## src/rtl/alb_ctrl.sv

```systemverilog
// rtl/alb_ctrl.sv - command sequencer and register file driving a W-bit ALB.
// Loads complete in one cycle; ALB ops take IDLE->EXEC->IDLE with writeback on leaving EXEC.
module alb_ctrl #(
  parameter int W  = 10,
  parameter int AW = 2
) (
  input  logic          clk,
  input  logic          rst,
  input  logic          cmd_valid,
  output logic          cmd_ready,
  input  logic          cmd_ld,
  input  logic [2:0]    cmd_op,
  input  logic [AW-1:0] cmd_rd,
  input  logic [AW-1:0] cmd_ra,
  input  logic [AW-1:0] cmd_rb,
  input  logic          cmd_usec,
  input  logic [W-1:0]  cmd_imm,
  output logic [W-1:0]  alb_a,
  output logic [W-1:0]  alb_b,
  output logic          alb_ci,
  output logic [2:0]    alb_mi,
  input  logic [W-1:0]  alb_f,
  input  logic          alb_co,
  input  logic          alb_vo,
  input  logic          alb_no,
  input  logic          alb_zo,
  input  logic [AW-1:0] rd_sel,
  output logic [W-1:0]  rd_data,
  output logic [3:0]    flags,
  output logic          busy,
  output logic          done
);

  localparam int NR = 1 << AW;

  typedef enum logic {IDLE, EXEC} state_t;

  state_t        state;
  logic [W-1:0]  regs [NR];
  logic [AW-1:0] rd_q;
  logic          accept;

  assign accept  = cmd_valid && cmd_ready;
  assign rd_data = regs[rd_sel];

  always_ff @(posedge clk) begin
    if (rst) begin
      state     <= IDLE;
      cmd_ready <= 1'b1;
      busy      <= 1'b0;
      done      <= 1'b0;
      flags     <= 4'b0000;
      alb_a     <= '0;
      alb_b     <= '0;
      alb_ci    <= 1'b0;
      alb_mi    <= 3'b000;
      rd_q      <= '0;
      for (int i = 0; i < NR; i++) regs[i] <= '0;
    end else begin
      done <= 1'b0;
      case (state)
        IDLE: begin
          if (accept) begin
            if (cmd_ld) begin
              regs[cmd_rd] <= cmd_imm;
              done         <= 1'b1;
            end else begin
              // Operands are sampled here, so a just-written register is already visible.
              alb_a     <= regs[cmd_ra];
              alb_b     <= regs[cmd_rb];
              alb_mi    <= cmd_op;
              alb_ci    <= cmd_usec & flags[3];
              rd_q      <= cmd_rd;
              state     <= EXEC;
              cmd_ready <= 1'b0;
              busy      <= 1'b1;
            end
          end
        end
        EXEC: begin
          regs[rd_q] <= alb_f;
          flags      <= {alb_co, alb_vo, alb_no, alb_zo};
          done       <= 1'b1;
          state      <= IDLE;
          cmd_ready  <= 1'b1;
          busy       <= 1'b0;
        end
      endcase
    end
  end

endmodule

```

## config.mk

```make
export PLATFORM = sky130hd
export DESIGN_NAME = alb_ctrl
export DESIGN_NICKNAME = d
export VERILOG_FILES = /design/src/rtl/alb_ctrl.sv
export SDC_FILE = /design/constraint.sdc
export NUM_CORES = 1
export LEC_CHECK = 0
export CAP_MARGIN = 30
export CORE_MARGIN = 2
export CORE_UTILIZATION = 51
export DETAILED_ROUTE_END_ITERATION = 16
export HOLD_SLACK_MARGIN = 0.12
export PLACE_DENSITY = 0.85
export SYNTH_ARGS = -nofsm -noshare
export SYNTH_HDL_FRONTEND = slang
export SYNTH_SLANG_ARGS = --single-unit
```

## constraint.sdc

```tcl
create_clock -name clk -period 3.05 [get_ports clk]
set_input_delay 0.915 -clock clk [delete_from_list [all_inputs] [get_ports clk]]
set_output_delay 0.915 -clock clk [all_outputs]
set_load 0.03 [all_outputs]
```

==> results of run 1 <==
[timing repair]
item / in CTS / in global routing
endpoints found under the hold margin: 0 / 0
gates cloned: 1 / 0
endpoints found under the setup margin: 10 / 1
resized for setup: 50 / 4
[worst max-delay path: cells and delay by family]
kind                   cells  cell delay (ns)
buffers and inverters      3             0.87
multiplexers               1             0.30
[flip-flops by register name (all words and copies together) (netlist names)]
signal and cells:
alb_b 10, alb_a 10, cmd_ready 1, busy 1
flags 4, rd_q 2, state 1, done 1
alb_mi 3, regs 40, alb_ci 1
[final timing paths]
path,cells past startpoint,end
max,4,rd_data[6]
min,2,alb_b[7]
max reg2reg,4,regs[0][4]
min reg2reg,2,alb_b[7]
[through the flow]
| step | hold slack [ns] | area (sq um) | power (mW) | setup slack (ns) |
|---|---|---|---|---|
| 2_1_floorplan | 0.497 | 3680 | 1.41 | 0.307 |
| 3_3_place_gp | 0.441 | 4610 | 1.58 | -0.554 |
| 3_5_place_dp | 0.446 | 4610 | 1.59 | -0.583 |
| 4_1_cts | 0.455 | 4770 | 2.25 | 0.0338 |
| 5_1_grt | 0.464 | 4770 | 2.33 | 0.0284 |
| 6_report | 0.453 | 4770 | 2.25 | 0.0394 |
[cells by family (layout without fill, tap and decap cells)]
logic type             after synthesis  in the layout  synth area share, %
buffers and inverters               40            126                 5.40
and+or+nand+nor                    108            108                 14.0
DFF                                 74             74                 51.1
muxes                               34             34                 19.4
AOI/OAI and AO/OA                   62             62                 10.2
[cells in the final DEF, fill, tap and decap left out, types with 6 or more instances in the layout]
cell type	n
a32oi_1	10
inv_1	10
buf_4	19
mux4_2	30
a21oi_1	39
nand2_1	51
nor2_1	8
nor3_1	18
buf_2	6
dfxtp_1	34
nand3_1	21
clkbuf_8	11
clkdlybuf4s50_1	69
edfxtp_1	40
[area by class of cell]
class | instances | area (sq um) | area share, %
multi-input cells | 204 | 1600 | 33.6
clock inverters | 3 | 15.0 | 0.314
clock buffers | 13 | 159 | 3.33
flip-flops and latches | 74 | 1880 | 39.4
repair buffers | 99 | 953 | 20.0
well taps | 96 | 120 | 2.52
inverters | 11 | 41.3 | 0.865
[power by group through the flow]
stage | sequential [mW] | clock [mW] | combinational [mW]
2_1_floorplan | 1.19 | 0 | 0.221
3_3_place_gp | 1.17 | 0 | 0.410
3_5_place_dp | 1.17 | 0 | 0.422
4_1_cts | 1.15 | 0.684 | 0.418
5_1_grt | 1.16 | 0.730 | 0.446
6_report | 1.15 | 0.678 | 0.420
[layer usage]
layer / global-route usage (%) / vias to the layer above
li1: - / 1367
met1: 30.1 / 1377
met2: 39.9 / 194
met3: 6.74 / 25
met4: 10.6 / 0
met5: 0 / -
==> flow_summary.yaml, run 1 <==
outcome:
  status: "finished clean"
floorplanning:
  row_count: 30
  start_util_pct: 53.4
  io_pins: 81
  die_w_microns: 89
  die_area_sq_um: 7920
  core_sq_um: 6910
  die_h_microns: 89
synthesis:
  ys_types: 32
  ys_async_sr_fraction_pct: 0
  synthFlopType: "edfxtp_1"
  synth_nets: 358
  synth.area.top_cells: "edfxtp_1 (33%), dfxtp_1 (18%), mux4_2 (18%)"
  yosys_register_bits: 74
  ys.warnings.count: 0
  ys_seq_area_share_pct: 51.1
  synth_area_leader_cell: "edfxtp_1"
  synth_edf_count: 40
  synth_top_area_share_pct: 32.6
  syn_inst: 318
  avgSynthCellArea_sq_um: 11.6
  syn-cell-area_sq_um: 3680
  synth.most_common_cell: "nand2_1"
  synth_commonest_cells: "nand2_1 (51), edfxtp_1 (40), a21oi_1 (39)"
cts:
  clk_transition_reported_paths_ns: 0.07
  clock-sinks: 74
  clk_path_buf_depth: 2
  cts_tree: "built"
  cts_root_buf: "clkbuf_8"
  cts_hold_buffers: 0
  cts_inserted_buffers: 9
  clk_latency_ns: 0.35
  htree_levels: 3
  cts_setup_buffers: 0
min_path:
  hold_class: "reg2reg"
  min_from: "alb_b[7]"
drt:
  vias_per_cell: 5.93
  drt-pass1-iter-count: 5
  routed_wirelength_mm: 8.95
  via_count: 2963
  ant_nets: 0
  drt-met1-wl_mm: 3.38
  drc_errors: 0
  top_layer: "met4"
  drtIter0Drc: 240
  routedWlPerCell_microns: 17.9
  wl_met3_microns: 873
  wl_met2_mm: 4.37
power:
  swShare_pct: 26.9
  p_leak_nw: 1.68
  p_int_mw: 1.65
  combPwrFrac_pct: 18.7
  power.density_nw_per_um2: 471
  pwr-share-clk_pct: 30.1
  power.switching_mw: 0.605
  p_seq_share_pct: 51.2
  ir_drop_mv: 0.207
sta:
  fmax_ghz: 0.332
  hold_viol: 0
  timing.final.crit_share_pct: 98.7
  setup_tns_ns: 0
  min_period_ns: 3.01
  finClkSkew_ns: 0.00867
  finalSetupViolCount: 0
  slew_violations: 0
  slew-limit-headroom_pct: 58.0
  tightest_slew_ns: 0.630
  rsz0062_at_grt: "false"
worst_setup_path:
  max_stage_delay_ns: 0.52
  ff2ff_setup_slack_ns: 0.86
  cp_cell_sequence: "clkdlybuf4s50_1, buf_12, mux4_2, buf_2"
  worstPathMaxFanout: 10
  startpoint_type: "primary input"
  critical_path_class: "in2out"
  cpMaxStageDelayCell: "clkdlybuf4s50_1"
  cp.arrival_ns: 2.10
  cp-end-kind: "output pin"
  crit_path_start: "rd_sel[1]"
  reg2reg_from: "state"
  critPathRequiredTime_ns: 2.13
place:
  place_inst: 483
  io_buffers: 80
  hpwl_mm: 6.35
  routabilityCongestion: 0.791
layout:
  fillerInstances: 518
  area_delta_synth_final_pct: 29.6
  fin_cells: 500
  diodes: 0
  layout-drive-gt1-share_pct: 19.6
  final_nets: 439
  final_core_util_pct: 69.1
grt:
  gr-total-overflow: 0
  grt_max_degree: 33
  grt_pass1_wl_mm: 14.1
  antenna_found_initial: 0
  grt_pass1_vias: 2838
  track_usage_pct: 24.2
job:
  maxCapViolations: 0
No activity file was read; power rests on OpenSTA's default activity.
==> inputs of run 2 (changes only) <==
--- a/config.mk
+++ b/config.mk
@@ -7,10 +7,12 @@
 export LEC_CHECK = 0
 export CAP_MARGIN = 30
 export CORE_MARGIN = 2
-export CORE_UTILIZATION = 51
+export CORE_UTILIZATION = 46
+export CTS_CLUSTER_DIAMETER = 120
 export DETAILED_ROUTE_END_ITERATION = 16
 export HOLD_SLACK_MARGIN = 0.12
-export PLACE_DENSITY = 0.85
+export PLACE_DENSITY = 0.82
+export SLEW_MARGIN = 20
 export SYNTH_ARGS = -nofsm -noshare
 export SYNTH_HDL_FRONTEND = slang
 export SYNTH_SLANG_ARGS = --single-unit
==> constraint.sdc (replaced) <==
create_clock -name clk -period 2.7 [get_ports clk]
set_input_delay 0.81 -clock clk [delete_from_list [all_inputs] [get_ports clk]]
set_output_delay 0.81 -clock clk [all_outputs]
set_load 0.03 [all_outputs]
==> flow_summary.yaml, run 2 (synthesized netlist as in run 1, its figures left out) <==
grt:
  grt_use_met2_pct: 33.6
  use_met3_pct: 2.82
  gr-total-overflow: 0
  grt_max_degree: 32
  track_usage_pct: 21.2
  antenna_found_initial: 0
  grt_pass1_wl_mm: 14.1
  grt_pass1_vias: 2822
  grtUsageMet1_pct: 28.7
  grt-busiest-layer: "met2"
cts:
  cts_inserted_buffers: 9
  cts_root_buf: "clkbuf_8"
  clk_latency_ns: 0.35
  clk_transition_reported_paths_ns: 0.07
  htree_levels: 3
  clk_path_buf_depth: 2
  clock-sinks: 74
  cts_tree: "built"
worst_setup_path:
  crit_path_start: "rd_sel[0]"
  reg2reg_from: "state"
  critical_path_class: "in2out"
  rr_worst_depth: 4
  r2r-end: "regs[2][6]"
  ff2ff_setup_slack_ns: 0.78
  startpoint_type: "primary input"
  cp.arrival_ns: 1.85
  worstPathMaxFanout: 4
  cp-end-kind: "output pin"
  critPathRequiredTime_ns: 1.89
  crit_end: "rd_data[3]"
power:
  ir_drop_mv: 0.262
  p_leak_nw: 1.72
  power.density_nw_per_um2: 557
sta:
  setup_tns_ns: 0
  finalSetupViolCount: 0
  tightest_slew_ns: 0.543
  rsz0062_at_grt: "true"
  slew_violations: 0
  finClkSkew_ns: 0.00561
  fmax_ghz: 0.375
  timing.final.crit_share_pct: 98.7
  min_period_ns: 2.66
  hold_viol: 0
  slew-limit-headroom_pct: 63.8
  setup_slack_ns: 0.0355
layout:
  largest_reg_flops: 40
  final_cell_area_sq_um: 4880
  diodes: 0
  layout-drive-gt1-share_pct: 20.6
  fillerInstances: 572
  final_cell_mix: "clkdlybuf4s50_1 (68), nand2_1 (51), edfxtp_1 (40)"
  final_common_cell: "clkdlybuf4s50_1"
  final_nets: 443
  regMostFlops: "regs"
  biggestRegsByFlops: "regs: 40 flops, alb_a: 10 flops, alb_b: 10 flops"
  area_delta_synth_final_pct: 32.4
  fin_cells: 510
floorplanning:
  row_count: 32
  die_w_microns: 93.5
  core_sq_um: 7730
  die_h_microns: 93.5
  start_util_pct: 47.7
  io_pins: 81
  die_area_sq_um: 8740
job:
  maxCapViolations: 0
drt:
  routedWlPerCell_microns: 17.3
  drtIter0Drc: 210
  routed_wirelength_mm: 8.81
  vias_per_cell: 5.88
  drc_errors: 0
  ant_nets: 0
  via_count: 2997
  drt-pass1-iter-count: 4
outcome:
  status: "finished clean"
place:
  dpl_cell_area_sq_um: 4640
  hpwl_mm: 6.45
  place_inst: 493
  io_buffers: 80
  routabilityCongestion: 0.796
  preCtsSetupSlack_ns: -0.711
min_path:
  hold_class: "reg2reg"
==> run 2: cell types whose count changed in the layout (fill, tap and decap cells not counted), moves of 2 or more <==
cell	before	now
buf_6	1	6
bufinv_16	0	2
clkbuf_1	2	0
clkbuf_8	11	9
clkinv_2	3	1
clkinv_4	0	2
==> run 2: metal layers <==
layer | part of all wire, % | vias up | routed length, microns
met3 | 7.1 | 18 | 623
li1 | - | 1373 | -
met5 | 0 | - | 0
met1 | 42 | 1429 | 3660
met4 | 2.7 | 0 | 237
met2 | 49 | 177 | 4290
==> run 2: layout make-up <==
class / instances / area (sq um) / share of cell area (%)
Clock inverter: 7 / 93.8 / 1.92
Timing Repair Buffer: 103 / 1000 / 20.6
Clock buffer: 9 / 124 / 2.54
Tap cell: 102 / 128 / 2.62
Inverter: 11 / 41.3 / 0.847
Multi-Input combinational cell: 204 / 1600 / 32.9
Sequential cell: 74 / 1880 / 38.6
==> run 2: repair_timing <==
item,CTS,global route
pin swaps,0,0
gates cloned,1,0
hold buffers,0,0
setup endpoints to repair,10,2
buffers inserted,0,0
gates resized for setup,54,1
==> run 2: metrics by stage <==
| step | utilization [%] | hold slack (ns) | total power [mW] |
|---|---|---|---|
| floorplan | - | 0.497 | 1.60 |
| global placement | 60.1 | 0.441 | 1.79 |
| detailed placement | 60.1 | 0.448 | 1.80 |
| CTS | 63.1 | 0.459 | 2.72 |
| global route | 63.1 | 0.482 | 2.82 |
| finish | 63.1 | 0.455 | 2.71 |
==> run 2: power by group <==
group	switching (mW)	internal (mW)	total [mW]	leakage [nW]
registers	0.0516	1.25	1.30	0.694
logic	0.246	0.238	0.484	0.922
clock network	0.410	0.518	0.928	0.107
==> run 2: worst min path at each step <==
stage / cells past startpoint / to / slack (ns) / start
floorplan: 2 / rd_q[0] / 0.50 / rd_q[0]
global placement: 2 / alb_ci / 0.44 / alb_ci
detailed placement: 2 / alb_ci / 0.45 / alb_ci
CTS: 2 / alb_ci / 0.46 / alb_ci
global route: 2 / alb_b[9] / 0.48 / alb_b[9]
finish: 2 / alb_b[4] / 0.46 / alb_b[4]
==> run 2: critical path, cell delays in order <==
cell and delay, ns:
buf_2 0.12, bufbuf_16 0.27, mux4_2 0.50, buf_6 0.16
==> inputs of run 3 (changes only) <==
--- a/config.mk
+++ b/config.mk
@@ -10,8 +10,10 @@
 export CORE_UTILIZATION = 46
 export CTS_CLUSTER_DIAMETER = 120
 export DETAILED_ROUTE_END_ITERATION = 16
+export GPL_ROUTABILITY_DRIVEN = 1
 export HOLD_SLACK_MARGIN = 0.12
 export PLACE_DENSITY = 0.82
+export RECOVER_POWER = 50
 export SLEW_MARGIN = 20
 export SYNTH_ARGS = -nofsm -noshare
 export SYNTH_HDL_FRONTEND = slang
==> flow_summary.yaml, run 3 (synthesized netlist as in run 1, its figures left out) <==
drt:
  via_count: 2968
  routed_wirelength_mm: 8.83
  routedWlPerCell_microns: 17.3
  vias_per_cell: 5.82
  drtIter0Drc: 180
  ant_nets: 0
  drt-pass1-iter-count: 5
  drc_errors: 0
cts:
  clock-sinks: 74
  clk_latency_ns: 0.35
  clk_transition_reported_paths_ns: 0.07
  cts_setup_buffers: 0
  cts_hold_buffers: 0
  cts_inserted_buffers: 9
  cts_root_buf: "clkbuf_8"
  htree_levels: 3
  cts_tree: "built"
  clk_path_buf_depth: 2
layout:
  layout-drive-gt1-share_pct: 19.6
  fin_cells: 510
  biggestRegsByFlops: "regs: 40 flops, alb_a: 10 flops, alb_b: 10 flops"
  final_core_util_pct: 62.9
  area_delta_synth_final_pct: 31.9
  final_common_cell: "nand2_1"
  final_nets: 443
  final_cell_mix: "nand2_1 (51), edfxtp_1 (40), a21oi_1 (39)"
  diodes: 0
  largest_reg_flops: 40
  regMostFlops: "regs"
worst_setup_path:
  worstPathMaxFanout: 4
  reg2reg_from: "state"
  path_buf_inv: 3
  cp_num_cells: 4
  cp-end-kind: "output pin"
  ff2ff_setup_slack_ns: 0.78
  cp_cell_sequence: "buf_2, bufbuf_16, mux4_2, buf_6"
  crit_family: "buffers and inverters"
  cpMaxStageDelayCell: "mux4_2"
  crit_end: "rd_data[3]"
  critical_path_class: "in2out"
  max_stage_delay_ns: 0.50
  crit_path_start: "rd_sel[0]"
  r2r-end: "regs[2][6]"
  critPathRequiredTime_ns: 1.89
  startpoint_type: "primary input"
  rr_worst_depth: 4
  cp.arrival_ns: 1.86
sta:
  fmax_ghz: 0.375
  min_period_ns: 2.67
  setup_slack_ns: 0.0339
  tightest_slew_ns: 0.948
  hold_viol: 0
  slew-limit-headroom_pct: 36.8
  rsz0062_at_grt: "true"
  timing.final.crit_share_pct: 98.7
  slew_violations: 0
  finalSetupViolCount: 0
  finClkSkew_ns: 0.00564
floorplanning:
  row_count: 32
  start_util_pct: 47.7
  die_w_microns: 93.5
  die_area_sq_um: 8740
  die_h_microns: 93.5
  core_sq_um: 7730
  io_pins: 81
place:
  io_buffers: 80
  place_inst: 493
  preCtsSetupSlack_ns: -0.711
  routabilityCongestion: 0.796
  hpwl_mm: 6.45
min_path:
  hold_class: "reg2reg"
grt:
  track_usage_pct: 21.2
  grt_pass1_wl_mm: 14.1
  gr-total-overflow: 0
  antenna_found_initial: 0
  grt_pass1_vias: 2822
  grt_max_degree: 32
power:
  power.density_nw_per_um2: 556
  p_leak_nw: 1.81
  ir_drop_mv: 0.260
job:
  maxCapViolations: 0
outcome:
  status: "finished clean"
[run 3: cell count changes in the layout (fill, tap and decap cells not counted), sizes merged]
cell           delta
dlygate4sd3      +32
clkdlybuf4s50    -32
buf               -3
clkbuf            +3
[run 3: layout make-up]
cell class | instances | area (sq um)
clock inverter | 7 | 93.8
timing repair buffer | 103 | 995
sequential | 74 | 1880
clock buffer | 9 | 124
tap | 102 | 128
inverter | 11 | 41.3
multi-input combinational | 204 | 1600
fill | 577 | 2870
[run 3: worst min-delay path by stage]
stage / startpoint / to / depth (start not counted)
floorplan: rd_q[0] / rd_q[0] / 2
global placement: alb_ci / alb_ci / 2
detailed placement: alb_ci / alb_ci / 2
CTS: alb_ci / alb_ci / 2
global route: alb_a[5] / alb_a[5] / 2
finish: alb_ci / alb_ci / 2
[run 3: report_power, final]
part | internal (mW) | total [mW] | switching [mW] | leakage, nW
Combinational | 0.229 | 0.475 | 0.246 | 1.01
Clock | 0.518 | 0.924 | 0.406 | 0.107
Sequential | 1.25 | 1.30 | 0.0502 | 0.694
[run 3: worst reg2reg max path: stages, from the launching register on]
cell and delay [ns]:
dfxtp_1 0.64, and4b_1 0.30, buf_4 0.21, a32oi_1 0.39
nor3_1 0.12
[run 3: per-layer routing]
metal | track usage, % | share of wire, % | wire [microns] | vias up
met5 | 0 | 0 | 0 | -
li1 | - | - | - | 1380
met1 | 28.7 | 42 | 3680 | 1397
met2 | 33.6 | 49 | 4290 | 172
met4 | 10.9 | 2.6 | 233 | 0
met3 | 2.82 | 7.1 | 623 | 19
[run 3: repair_timing]
item | in CTS | in global routing
endpoints found under the setup margin | 10 | 2
gates cloned | 1 | 0
gates resized for setup | 54 | 1
[run 3: per-stage QoR]
step / setup TNS [ns] / hold slack [ns] / power, mW / cell area (sq um)
finish: 0 / 0.453 / 2.70 / 4860
global route: -0.00329 / 0.479 / 2.81 / 4860
CTS: 0 / 0.459 / 2.72 / 4870
detailed placement: -6.32 / 0.448 / 1.80 / 4640
global placement: -6.21 / 0.441 / 1.79 / 4640
floorplan: 0 / 0.497 / 1.60 / 3680
